--- src/rtl/clock_pkg.sv ---
// Shared types and constants for the VGA clock timekeeping path:
// FSM state encoding, field limits and BCD digit widths.
package clock_pkg;

  typedef enum logic [1:0] {
    IDLE    = 2'd0,
    RIP_SEC = 2'd1,
    RIP_MIN = 2'd2,
    RIP_HRS = 2'd3
  } state_t;

  localparam int SEC_MAX = 59;
  localparam int MIN_MAX = 59;
  localparam int HRS_MAX = 23;

  localparam int UNITS_W    = 4;
  localparam int TENS_W     = 3;
  localparam int HRS_TENS_W = 2;

  typedef logic [UNITS_W-1:0]    bcd_units_t;
  typedef logic [TENS_W-1:0]     bcd_tens_t;
  typedef logic [HRS_TENS_W-1:0] bcd_hrs_tens_t;

  // Tens digit wraps when it would reach this value (sec/min: 6, hours: 3).
  localparam bcd_tens_t     SEC_TENS_LIM = bcd_tens_t'(SEC_MAX / 10 + 1);
  localparam bcd_tens_t     MIN_TENS_LIM = bcd_tens_t'(MIN_MAX / 10 + 1);
  localparam bcd_hrs_tens_t HRS_TENS_LIM = bcd_hrs_tens_t'(HRS_MAX / 10 + 1);

endpackage

--- src/rtl/bcd_field_inc.sv ---
// Combinational +1 on a two-digit BCD field; the hours instance enables the
// 23->00 wrap, the others wrap when tens reaches the limit.
module bcd_field_inc
  import clock_pkg::*;
#(
  parameter int TENS_W = 3
) (
  input  bcd_units_t        i_units,
  input  logic [TENS_W-1:0] i_tens,
  input  logic [TENS_W-1:0] i_tens_lim,
  input  logic              i_wrap23,
  output bcd_units_t        o_units,
  output logic [TENS_W-1:0] o_tens,
  output logic              o_wrap
);

  always_comb begin
    o_units = i_units + bcd_units_t'(1);
    o_tens  = i_tens;
    o_wrap  = 1'b0;
    if (i_wrap23 && (i_tens == TENS_W'(2)) && (i_units == bcd_units_t'(3))) begin
      o_units = '0;
      o_tens  = '0;
      o_wrap  = 1'b1;
    end else if (i_units == bcd_units_t'(9)) begin
      o_units = '0;
      if (i_tens == (i_tens_lim - TENS_W'(1))) begin
        o_tens = '0;
        o_wrap = 1'b1;
      end else begin
        o_tens = i_tens + TENS_W'(1);
      end
    end
  end

endmodule

--- src/rtl/clock_time_ctrl.sv ---
// Timekeeping controller: 1 s prescaler, sticky request capture, fixed-priority
// arbitration and a one-field-per-cycle carry ripple for HH:MM:SS.
module clock_time_ctrl
  import clock_pkg::*;
#(
  parameter int TICK_DIV = 31_500_000,
  parameter int DIV_W    = 25
) (
  input  logic       px_clk,
  input  logic       reset,
  input  logic       adj_sec,
  input  logic       adj_min,
  input  logic       adj_hrs,
  output logic [3:0] sec_u,
  output logic [2:0] sec_d,
  output logic [3:0] min_u,
  output logic [2:0] min_d,
  output logic [3:0] hrs_u,
  output logic [1:0] hrs_d,
  output logic [3:0] color_offset,
  output logic       tick,
  output logic       busy
);

  localparam logic [DIV_W-1:0] DIV_LAST = DIV_W'(TICK_DIV - 1);

  logic [DIV_W-1:0] r_divCnt;
  logic             r_tick;
  logic             r_pTick, r_pSec, r_pMin, r_pHrs;
  state_t           r_state;
  logic             r_busy;
  bcd_units_t       r_secU, r_minU, r_hrsU;
  bcd_tens_t        r_secD, r_minD;
  bcd_hrs_tens_t    r_hrsD;
  logic [3:0]       r_color;

  state_t           w_nextState;
  logic             w_accTick, w_accSec, w_accMin, w_accHrs;
  logic             w_incSec, w_incMin, w_incHrs;
  bcd_units_t       w_secUNext, w_minUNext, w_hrsUNext;
  bcd_tens_t        w_secDNext, w_minDNext;
  bcd_hrs_tens_t    w_hrsDNext;
  logic             w_secWrap, w_minWrap, w_hrsWrap;

  bcd_field_inc #(.TENS_W(TENS_W)) u_secInc (
    .i_units(r_secU), .i_tens(r_secD), .i_tens_lim(SEC_TENS_LIM), .i_wrap23(1'b0),
    .o_units(w_secUNext), .o_tens(w_secDNext), .o_wrap(w_secWrap)
  );

  bcd_field_inc #(.TENS_W(TENS_W)) u_minInc (
    .i_units(r_minU), .i_tens(r_minD), .i_tens_lim(MIN_TENS_LIM), .i_wrap23(1'b0),
    .o_units(w_minUNext), .o_tens(w_minDNext), .o_wrap(w_minWrap)
  );

  bcd_field_inc #(.TENS_W(HRS_TENS_W)) u_hrsInc (
    .i_units(r_hrsU), .i_tens(r_hrsD), .i_tens_lim(HRS_TENS_LIM), .i_wrap23(1'b1),
    .o_units(w_hrsUNext), .o_tens(w_hrsDNext), .o_wrap(w_hrsWrap)
  );

  // Free-running prescaler; tick is registered so it lands the cycle after the last count.
  always_ff @(posedge px_clk) begin
    if (reset) begin
      r_divCnt <= '0;
      r_tick   <= 1'b0;
    end else if (r_divCnt == DIV_LAST) begin
      r_divCnt <= '0;
      r_tick   <= 1'b1;
    end else begin
      r_divCnt <= r_divCnt + DIV_W'(1);
      r_tick   <= 1'b0;
    end
  end

  // Set wins over clear, so a pulse coinciding with acceptance is not lost.
  always_ff @(posedge px_clk) begin
    if (reset) begin
      r_pTick <= 1'b0;
      r_pSec  <= 1'b0;
      r_pMin  <= 1'b0;
      r_pHrs  <= 1'b0;
    end else begin
      r_pTick <= (r_pTick & ~w_accTick) | r_tick;
      r_pSec  <= (r_pSec  & ~w_accSec)  | adj_sec;
      r_pMin  <= (r_pMin  & ~w_accMin)  | adj_min;
      r_pHrs  <= (r_pHrs  & ~w_accHrs)  | adj_hrs;
    end
  end

  always_comb begin
    w_nextState = r_state;
    w_accTick   = 1'b0;
    w_accSec    = 1'b0;
    w_accMin    = 1'b0;
    w_accHrs    = 1'b0;
    w_incSec    = 1'b0;
    w_incMin    = 1'b0;
    w_incHrs    = 1'b0;
    case (r_state)
      IDLE: begin
        if (r_pTick) begin
          w_accTick   = 1'b1;
          w_nextState = RIP_SEC;
        end else if (r_pHrs) begin
          w_accHrs = 1'b1;
          w_incHrs = 1'b1;
        end else if (r_pMin) begin
          w_accMin = 1'b1;
          w_incMin = 1'b1;
        end else if (r_pSec) begin
          w_accSec = 1'b1;
          w_incSec = 1'b1;
        end
      end
      RIP_SEC: begin
        w_incSec    = 1'b1;
        w_nextState = w_secWrap ? RIP_MIN : IDLE;
      end
      RIP_MIN: begin
        w_incMin    = 1'b1;
        w_nextState = w_minWrap ? RIP_HRS : IDLE;
      end
      RIP_HRS: begin
        w_incHrs    = 1'b1;
        w_nextState = IDLE;
      end
      default: w_nextState = IDLE;
    endcase
  end

  always_ff @(posedge px_clk) begin
    if (reset) begin
      r_state <= IDLE;
      r_busy  <= 1'b0;
    end else begin
      r_state <= w_nextState;
      r_busy  <= (w_nextState != IDLE);
    end
  end

  // Colour offset follows every minutes change, whether from carry or adjust.
  always_ff @(posedge px_clk) begin
    if (reset) begin
      r_secU  <= '0;
      r_secD  <= '0;
      r_minU  <= '0;
      r_minD  <= '0;
      r_hrsU  <= '0;
      r_hrsD  <= '0;
      r_color <= '0;
    end else begin
      if (w_incSec) begin
        r_secU <= w_secUNext;
        r_secD <= w_secDNext;
      end
      if (w_incMin) begin
        r_minU  <= w_minUNext;
        r_minD  <= w_minDNext;
        r_color <= r_color + 4'd1;
      end
      if (w_incHrs) begin
        r_hrsU <= w_hrsWrap ? '0 : w_hrsUNext;
        r_hrsD <= w_hrsWrap ? '0 : w_hrsDNext;
      end
    end
  end

  assign sec_u        = r_secU;
  assign sec_d        = r_secD;
  assign min_u        = r_minU;
  assign min_d        = r_minD;
  assign hrs_u        = r_hrsU;
  assign hrs_d        = r_hrsD;
  assign color_offset = r_color;
  assign tick         = r_tick;
  assign busy         = r_busy;

endmodule

--- config.mk ---
export PLATFORM = sky130hd
export DESIGN_NAME = clock_time_ctrl
export DESIGN_NICKNAME = d
export VERILOG_FILES = /design/src/rtl/clock_pkg.sv /design/src/rtl/bcd_field_inc.sv /design/src/rtl/clock_time_ctrl.sv
export SDC_FILE = /design/constraint.sdc
export NUM_CORES = 1
export LEC_CHECK = 0
export ABC_AREA = 1
export CAP_MARGIN = 10
export CORE_MARGIN = 1.5
export CORE_UTILIZATION = 46
export CTS_CLUSTER_SIZE = 28
export DETAILED_ROUTE_END_ITERATION = 16
export GPL_TIMING_DRIVEN = 0
export PLACE_DENSITY = 0.69
export SETUP_SLACK_MARGIN = 0.5
export SYNTH_ARGS = -nofsm -noshare
export SYNTH_HDL_FRONTEND = slang
export SYNTH_HIERARCHICAL = 1
export SYNTH_SLANG_ARGS = --single-unit
--- constraint.sdc ---
create_clock -name px_clk -period 4.9 [get_ports px_clk]
set_clock_uncertainty 0.2 [all_clocks]
set_input_delay 0.49 -clock px_clk [delete_from_list [all_inputs] [get_ports px_clk]]
set_output_delay 0.49 -clock px_clk [all_outputs]
set_load 0.005 [all_outputs]
==> impl_metrics.json, run 1 <==
{
  "yosysMostFrequentCell": "nand2_1",
  "rows": 31,
  "maxCapViolCount": 0,
  "die-area_um2": 8123,
  "crit_path_start_kind": "flop",
  "wl_um": 7232,
  "io_buffers": 30,
  "critPathTopFamily": "buffers and inverters",
  "min_path_type": "flop to flop",
  "ys_seq_area_share_pct": 32.68,
  "numCtsBuffers": 9,
  "ctsResizeCount": 0,
  "ys_ff_latch": 57,
  "synth_area_leaders": "dfxtp_1 33%, nand2_1 15%, nor2_1 11%, inv_1 6.8%, ha_1 4.7%",
  "clockBufferDepth": 2,
  "crit_fanout": 5,
  "crit_buf_inv": 1,
  "setup-violations-final": 0,
  "dr.first_iter.drc_count": 145,
  "fin_tns_setup_ns": 0,
  "synthCells": 531,
  "netlist_area_um2": 3492,
  "period_share_pct": 41.42,
  "p_leak_nw": 1.772,
  "diodes": 0,
  "crit_type": "flop to output pin",
  "cp_cell_sequence": "clkdlybuf4s50_1",
  "cts_root_buf": "clkbuf_8",
  "synthTopCellsByCount": "137 x nand2_1, 98 x nor2_1, 63 x inv_1",
  "slowest_delay_ns": 0.55,
  "multi_input_area_um2": 2091,
  "vdd.ir_drop.worst_uv": 174.9,
  "drive_gt1_share_pct": 14.17,
  "layout.area.seq_um2": 1141,
  "grt_pass1_vias": 2942,
  "antenna_left": 0,
  "die_w_um": 90.13,
  "wire_per_inst_um": 10.45,
  "cts_tree": "yes",
  "synth.distinct_cells": 34,
  "endpoint_kind": "output pin",
  "clk_pin_slew_ns": 0.07,
  "synth_flop_cell": "dfxtp_1",
  "dpl.hpwl_um": 5411,
  "grt_overflow": 0,
  "num_vias": 3244,
  "vias_per_cell": 4.688,
  "critPathSlowestCell": "clkdlybuf4s50_1",
  "yosysTopAreaCell": "dfxtp_1",
  "grt_pass1_wl_um": 12730,
  "grt_max_degree": 11,
  "cts_hold_buf": 0,
  "track_usage_pct": 19.07,
  "die_height_um": 90.13,
  "yosys_warnings": 6,
  "ios": 31,
  "cts_setup_buffers": 0,
  "yosysTopAreaCellShare_pct": 32.68,
  "rsz0062_at_grt": "no",
  "core_um2": 7292,
  "finalCriticalPeriod_ns": 2.030,
  "worstPathArrival_ns": 1.34,
  "timing.fmax_mhz": 492.7,
  "cp.required_ns": 4.21,
  "gp_congestion": 0.8875,
  "fin_nets": 606,
  "finalMaxSlewViolations": 0,
  "htreeDepth": 3,
  "synth-edff-count": 0,
  "nFillCells": 728,
  "syn2layout_area_growth_pct": 20.42,
  "numClockSinks": 57,
  "p_per_area_nw_per_um2": 290.1,
  "reg2reg_depth": 10,
  "whs_path_depth": 1,
  "status": "complete, no violations",
  "post-route-util_pct": 57.67,
  "start_util_pct": 47.89,
  "async_reset_ff_share_pct": 0,
  "drc": 0,
  "syn_area_per_cell_um2": 6.576,
  "critical_path_depth": 1,
  "antenna_found_initial": 0,
  "hold_viol": 0,
  "clk_latency_ns": 0.35,
  "drt_pre_antenna_iters": 4
}
cells by family after synthesis:
kind of cell    count (synthesis)  synth area share (%)
flops                          57                 32.68
other cells                     2                0.2151
xor+xnor                       16                 4.013
simple gates                  311                 40.67
compound gates                 54                 8.599
fa+ha+maj                      13                 4.658
buf+inv                        78                 9.172
layout by cell type, fill, tap and decap left out, types with 2 or more instances in the layout:
| cell | count |
|---|---|
| nand3_2 | 5 |
| nand2_2 | 10 |
| clkinv_2 | 3 |
| conb_1 | 18 |
| inv_2 | 7 |
| bufinv_16 | 2 |
| o21ai_1 | 2 |
| clkbuf_2 | 2 |
| nand2_1 | 137 |
| clkdlybuf4s50_1 | 30 |
| a21oi_1 | 14 |
| nor2_4 | 6 |
| xnor2_1 | 5 |
| nand2_4 | 3 |
| nor3_4 | 2 |
| ha_1 | 13 |
| nand4_1 | 5 |
| nor2_1 | 98 |
| xor2_1 | 11 |
| nor3_1 | 2 |
| clkbuf_8 | 11 |
| inv_1 | 63 |
| nor2_2 | 18 |
| a21oi_2 | 8 |
| o21ai_0 | 30 |
| dfxtp_1 | 57 |
| nand3_1 | 20 |
where the power goes:
group | internal [W] | leakage, nW | switching [W]
Clock | 0.000312 | 0.115 | 0.000197
Sequential | 0.000489 | 0.465 | 0.0000335
Combinational | 0.0000896 | 1.19 | 0.0000991
Total | 0.000891 | 1.77 | 0.000329
routing by layer:
layer | vias up | global-route usage, % | share of wire, %
li1 | 1734 | - | -
met1 | 1432 | 22.95 | 47
met2 | 68 | 32.26 | 47
met3 | 10 | 6.091 | 4.7
met4 | 0 | 5.820 | 1.5
met5 | - | 0 | 0
per-stage QoR:
step,power [W],setup WS [ns],hold slack [ns],instances,cell area (µm²)
after floorplan,0.0006506,3.212,0.2287,547,3552
after global placement,0.0007162,2.705,0.2399,676,3976
after detailed placement,0.0007215,2.670,0.2480,676,3976
after CTS,0.001235,2.846,0.2657,692,4205
after global routing,0.001285,2.779,0.2814,692,4205
final,0.001220,2.870,0.2612,692,4205
cell type report:
cell class	count	share of cell area [%]
multi-input combinational	412	49.72
tap	99	2.946
timing repair buffer	30	7.141
buffer	7	1.250
sequential	57	27.13
clock inverter	5	1.845
clock buffer	11	3.600
inverter	71	6.367
sequential cells by signal (all words and copies together), names as in the netlist:
| register | cells |
|---|---|
| color_offset | 4 |
| min_d | 3 |
| r_state | 2 |
| hrs_u | 4 |
| busy | 1 |
| sec_d | 3 |
| r_divCnt | 25 |
| r_pMin | 1 |
| r_pHrs | 1 |
| min_u | 4 |
| tick | 1 |
| r_pSec | 1 |
| sec_u | 4 |
| r_pTick | 1 |
| hrs_d | 2 |
final timing paths:
kind	to	slack [ns]	from
worst max register to register	sec_u[0]	3.02	r_state[0]
worst max-delay path	min_u[1]	2.87	min_u[1]
worst min register to register	r_divCnt[0]	0.26	r_divCnt[0]
worst min-delay path	r_divCnt[0]	0.26	r_divCnt[0]
(Power assumes the default switching activity.)
==> inputs of run 2 (changes only) <==
Settings changed: PLACE_DENSITY 0.69 to 0.72.
Clock period 4.9 ns to 1.69 ns, I/O delays scaled along.
==> run 2 against run 1 <==
Effect of this change: the run now ends with setup timing left; non-clock buffer count up 95; global-route usage up 4.7 points; flip-flop and latch count unchanged; register-to-register slack worse by 3.0 ns; cell count up 14%; power rose to 3.1 times the previous value; worst setup slack worse by 2.9 ns; first-iteration DRC count up 8.3%; critical endpoint is now hrs_d[1]; largest power group unchanged; highest routed layer unchanged.
==> impl_metrics.json, run 2 (synthesis results as in run 1) <==
{
  "numClockSinks": 57,
  "die-area_um2": 8123,
  "cts_tree": "yes",
  "period_share_pct": 100.2,
  "fin_nets": 701,
  "core_um2": 7292,
  "r2r_start": "hrs_d[0]",
  "finalMaxSlewViolations": 0,
  "die_height_um": 90.13,
  "vias_per_cell": 4.924,
  "fin_ws_ns": -0.003519,
  "cp-startpoint": "hrs_d[0]",
  "maxCapViolCount": 0,
  "vdd.ir_drop.worst_uv": 609.7,
  "hold_viol": 0,
  "status": "finished, violations left",
  "die_w_um": 90.13,
  "drive_gt1_share_pct": 49.85,
  "grt_pass1_vias": 3632,
  "rows": 31,
  "drc": 0,
  "final_cells": 787,
  "antenna_found_initial": 0,
  "dpl.hpwl_um": 5453,
  "num_vias": 3875,
  "whs_ns": 0.2305,
  "critPathTopFamily": "simple AND/OR/NAND/NOR gates",
  "rsz0062_at_grt": "yes",
  "cp.required_ns": 1.72,
  "antenna_left": 0,
  "grt_pass1_wl_um": 15980,
  "track_usage_pct": 23.79,
  "drt_pre_antenna_iters": 4,
  "clockBufferDepth": 2,
  "worstPathArrival_ns": 1.72,
  "slowest_delay_ns": 0.35,
  "wl_um": 10240,
  "io_buffers": 30,
  "numCtsBuffers": 9,
  "crit_fanout": 6,
  "r2r_setup_slack_ns": -0.004,
  "grt_overflow": 0,
  "p_leak_nw": 2.518,
  "endpoint_kind": "flop",
  "largest_reg_flops": 25,
  "layout_common_cells": "117 x nand2_1, 82 x nor2_1, 62 x buf_4, 50 x buf_6, 36 x inv_1",
  "diodes": 0,
  "clk_latency_ns": 0.34,
  "cp-endpoint": "hrs_d[1]",
  "crit_path_start_kind": "flop",
  "rr_endpoint": "hrs_d[1]",
  "clk_pin_slew_ns": 0.07,
  "dpl_worst_slack_ns": -0.1407,
  "start_util_pct": 47.89,
  "reg2reg_depth": 12,
  "setup-violations-final": 2,
  "cts_hold_buf": 0,
  "critical_path_depth": 12,
  "syn2layout_area_growth_pct": 60.59,
  "critPathSlowestCell": "dfxtp_4",
  "fin_tns_setup_ns": -0.004018,
  "dr.first_iter.drc_count": 157,
  "timing.fmax_mhz": 590.5,
  "wire_per_inst_um": 13.01,
  "max_flop_register": "r_divCnt",
  "final_common_cell": "nand2_1",
  "finalCriticalPeriod_ns": 1.694,
  "min_path_type": "input pin to flop",
  "violations": "setup timing",
  "htreeDepth": 3,
  "crit_type": "flop to flop",
  "cts_root_buf": "clkbuf_8",
  "p_per_area_nw_per_um2": 675.2,
  "ios": 31,
  "crit_buf_inv": 4,
  "gp_congestion": 0.8583,
  "grt_max_degree": 11,
  "dp_cells": 676,
  "cp_cell_sequence": "buf_4 > buf_4 > nor2_1 > nand3_1 > nand3_2 > nand2_2 > inv_2 > inv_4 > nand2_1 > nand2_1 > o21ai_1 > nor2_1"
}
==> run 2: cell types whose count changed in the layout (fill, tap and decap cells not counted), moves of 16 or more <==
cell and delta:
inv_1 -27, clkdlybuf4s50_1 -26, nand2_1 -20, o21ai_0 -18, dfxtp_4 +23, nor2_1 -16, dfxtp_1 -51, buf_6 +49
nor2_4 +18, inv_2 +18, buf_4 +61, dfxtp_2 +28
==> run 2: repair_timing <==
action / CTS / global route
endpoints found under the setup margin: 83 / 78
gates cloned: 3 / 0
buffers inserted: 79 / 13
gates resized for setup: 204 / 88
pin swaps: 40 / 48
==> run 2: stage by stage <==
step                      util, %  cell area, µm²  power (W)
after global placement      56.85            4145   0.002124
final                       76.90            5608   0.003786
after floorplan                 -            3721   0.001934
after detailed placement    56.85            4145   0.002142
after CTS                   71.45            5210   0.003688
after global routing        76.90            5608   0.003967
==> run 2: worst min path at each step <==
stage / from / endpoint / slack (ns) / cells past startpoint
floorplan: reset / hrs_d[0] / 0.03 / 1
global placement: r_divCnt[0] / r_divCnt[0] / 0.24 / 1
detailed placement: r_divCnt[0] / r_divCnt[0] / 0.24 / 1
CTS: adj_sec / r_pSec / 0.22 / 3
global route: adj_min / r_pMin / 0.24 / 3
finish: adj_min / r_pMin / 0.23 / 3
==> run 2: final cells by class <==
type,instances,area (µm²)
Sequential cell,57,1262
Clock inverter,3,40.04
Buffer,7,75.07
Timing Repair Buffer,125,1169
Fill cell,504,1684
Clock buffer,13,148.9
Inverter,71,295.3
Multi-Input combinational cell,412,2494
Tap cell,99,123.9
==> run 2: power breakdown <==
part           total [W]  internal, W  leakage [nW]  switching (W)
Sequential       0.00150      0.00142         0.494      0.0000810
Combinational    0.00103     0.000536          1.93       0.000490
Clock            0.00126     0.000718        0.0974       0.000540
==> run 2: tightest hold or removal path, cell delays in order <==
cell,delay [ns]
clkdlybuf4s50_1,0.41
a21oi_2,0.10
nor2_1,0.05
==> run 2: routing by layer <==
metal  up-vias  GRT usage [%]  part of all wire, %
met5         -              0                    0
met4         0          7.407                  2.8
met3        32          6.514                  4.1
met2       121          42.61                   53
met1      1793          27.29                   40
li1       1929              -                    -
==> inputs of run 3 (changes only) <==
==> constraint.sdc (replaced) <==
create_clock -name px_clk -period 1.69 [get_ports px_clk]
set_clock_uncertainty 0.2 [all_clocks]
set_input_delay 0.4225 -clock px_clk [delete_from_list [all_inputs] [get_ports px_clk]]
set_output_delay 0.4225 -clock px_clk [all_outputs]
set_load 0.005 [all_outputs]
==> run 3 against run 2 <==
Effect of this change: the run still ends with setup timing left; global-route usage rose by 0.29 points; via count fell by 0.10%; worst setup slack got worse by 0.096 ns; sequential share of layout area rose by 0.079 points; fmax fell by 5.4%; power rose by 2.4%.
==> impl_metrics.json, run 3 (synthesis results as in run 1) <==
{
  "hold_viol": 0,
  "finish.instance_area_um2": 5544,
  "dr.first_iter.drc_count": 179,
  "cp-endpoint": "hrs_d[1]",
  "die-area_um2": 8123,
  "fin_nets": 703,
  "die_w_um": 90.13,
  "setup-violations-final": 7,
  "endpoint_kind": "flop",
  "place_area_um2": 4145,
  "cp.required_ns": 1.76,
  "wire_per_inst_um": 13.39,
  "wl_um": 10570,
  "min_path_type": "flop to flop",
  "grt_pass1_vias": 3708,
  "start_util_pct": 47.89,
  "crit_type": "flop to flop",
  "rows": 31,
  "diodes": 0,
  "core_um2": 7292,
  "clk_latency_ns": 0.34,
  "rr_endpoint": "hrs_d[1]",
  "rsz0062_at_grt": "yes",
  "finalMaxSlewViolations": 0,
  "vdd.ir_drop.worst_uv": 606.0,
  "cts_tree": "yes",
  "io_buffers": 30,
  "p_leak_nw": 2.464,
  "whs_ns": 0.2695,
  "timing.fmax_mhz": 558.7,
  "grt_overflow": 0,
  "num_vias": 3871,
  "clockBufferDepth": 2,
  "track_usage_pct": 24.08,
  "finalCriticalPeriod_ns": 1.790,
  "grt_max_degree": 11,
  "crit_fanout": 5,
  "syn2layout_area_growth_pct": 58.76,
  "clk_pin_slew_ns": 0.06,
  "r2r_setup_slack_ns": -0.1,
  "reg2reg_depth": 12,
  "antenna_found_initial": 0,
  "numCtsBuffers": 9,
  "r2r_start": "hrs_d[1]",
  "fin_ws_ns": -0.09995,
  "cts_root_buf": "clkbuf_8",
  "ios": 31,
  "crit_path_start_kind": "flop",
  "status": "finished, violations left",
  "maxCapViolCount": 0,
  "drc": 0,
  "htreeDepth": 3,
  "dpl.hpwl_um": 5453,
  "drive_gt1_share_pct": 49.86,
  "vias_per_cell": 4.906,
  "final_common_cell": "nand2_1",
  "nFillCells": 499,
  "worstPathArrival_ns": 1.86,
  "largest_reg_flops": 25,
  "cp-startpoint": "hrs_d[1]",
  "grt_pass1_wl_um": 16210,
  "die_height_um": 90.13,
  "cts_hold_buf": 0,
  "drt_pre_antenna_iters": 4,
  "violations": "setup timing",
  "report.power.total_w": 0.003879,
  "period_share_pct": 105.9,
  "p_per_area_nw_per_um2": 699.6,
  "dpl_worst_slack_ns": -0.3942,
  "max_flop_register": "r_divCnt",
  "layout_common_cells": "117 x nand2_1, 83 x nor2_1, 58 x buf_6, 56 x buf_4, 37 x inv_1",
  "gp_congestion": 0.8583,
  "numClockSinks": 57,
  "antenna_left": 0
}
-- run 3: cell count changes in the layout (fill, tap and decap cells not counted), moves of 3 or more --
cell and delta:
nor2_4 -11, nor2_2 +10, buf_6 +8, buf_4 -6, dfxtp_2 +4, dfxtp_4 -4
nand2_2 +4, inv_2 -3, nand2_4 -3, o21ai_2 +3
-- run 3: worst min path at each step --
stage | startpoint | to | slack [ns] | cells past startpoint
floorplan | r_divCnt[0] | r_divCnt[0] | 0.23 | 1
global placement | r_divCnt[0] | r_divCnt[0] | 0.24 | 1
detailed placement | r_divCnt[0] | r_divCnt[0] | 0.24 | 1
CTS | r_divCnt[24] | r_divCnt[24] | 0.27 | 2
global route | r_divCnt[23] | r_divCnt[23] | 0.29 | 2
finish | r_divCnt[23] | r_divCnt[23] | 0.27 | 2
-- run 3: cell type report --
class / count / area [µm²] / area share, %
buffer: 7 / 72.57 / 1.309
clock buffer: 13 / 148.9 / 2.686
clock inverter: 3 / 40.04 / 0.7222
inverter: 71 / 300.3 / 5.416
multi-input combinational: 412 / 2401 / 43.31
sequential: 57 / 1252 / 22.59
tap: 99 / 123.9 / 2.234
timing repair buffer: 127 / 1205 / 21.73
-- run 3: worst max-delay path: stages (launching register included) --
cell	delay, ns
dfxtp_4	0.35
buf_6	0.12
buf_4	0.14
inv_1	0.09
nand2_1	0.08
nand3_1	0.11
nand3_2	0.12
buf_4	0.16
o21ai_2	0.10
nand2_1	0.06
nand2_1	0.06
o21ai_1	0.06
nor2_1	0.07
-- run 3: through the flow --
| step | std cells | utilization, % | setup TNS [ns] |
|---|---|---|---|
| 6_report | 789 | 76.03 | -0.4924 |
| 2_1_floorplan | 547 | - | 0 |
| 3_5_place_dp | 676 | 56.85 | -8.826 |
| 4_1_cts | 773 | 70.98 | 0 |
| 3_3_place_gp | 676 | 56.85 | -8.043 |
| 5_1_grt | 789 | 76.03 | -1.871 |
-- run 3: repair_timing --
item,in CTS,in global routing
gates resized for setup,200,86
hold endpoints to repair,0,0
gates cloned,3,0
setup buffers,78,16
pin swaps,44,45
setup endpoints to repair,83,83
-- run 3: metal layers --
metal / GRT usage, % / up-vias / part of all wire, %
met5: 0 / - / 0
met2: 44.44 / 98 / 53
li1: - / 1933 / -
met3: 6.853 / 33 / 4.0
met1: 26.69 / 1807 / 40
met4: 6.746 / 0 / 2.9
-- run 3: where the power goes --
| part | internal (W) | switching, W | leakage [nW] |
|---|---|---|---|
| Combinational | 0.000568 | 0.000530 | 1.87 |
| Sequential | 0.00143 | 0.0000764 | 0.493 |
| Clock | 0.000718 | 0.000560 | 0.0974 |
| Total | 0.00271 | 0.00117 | 2.46 |
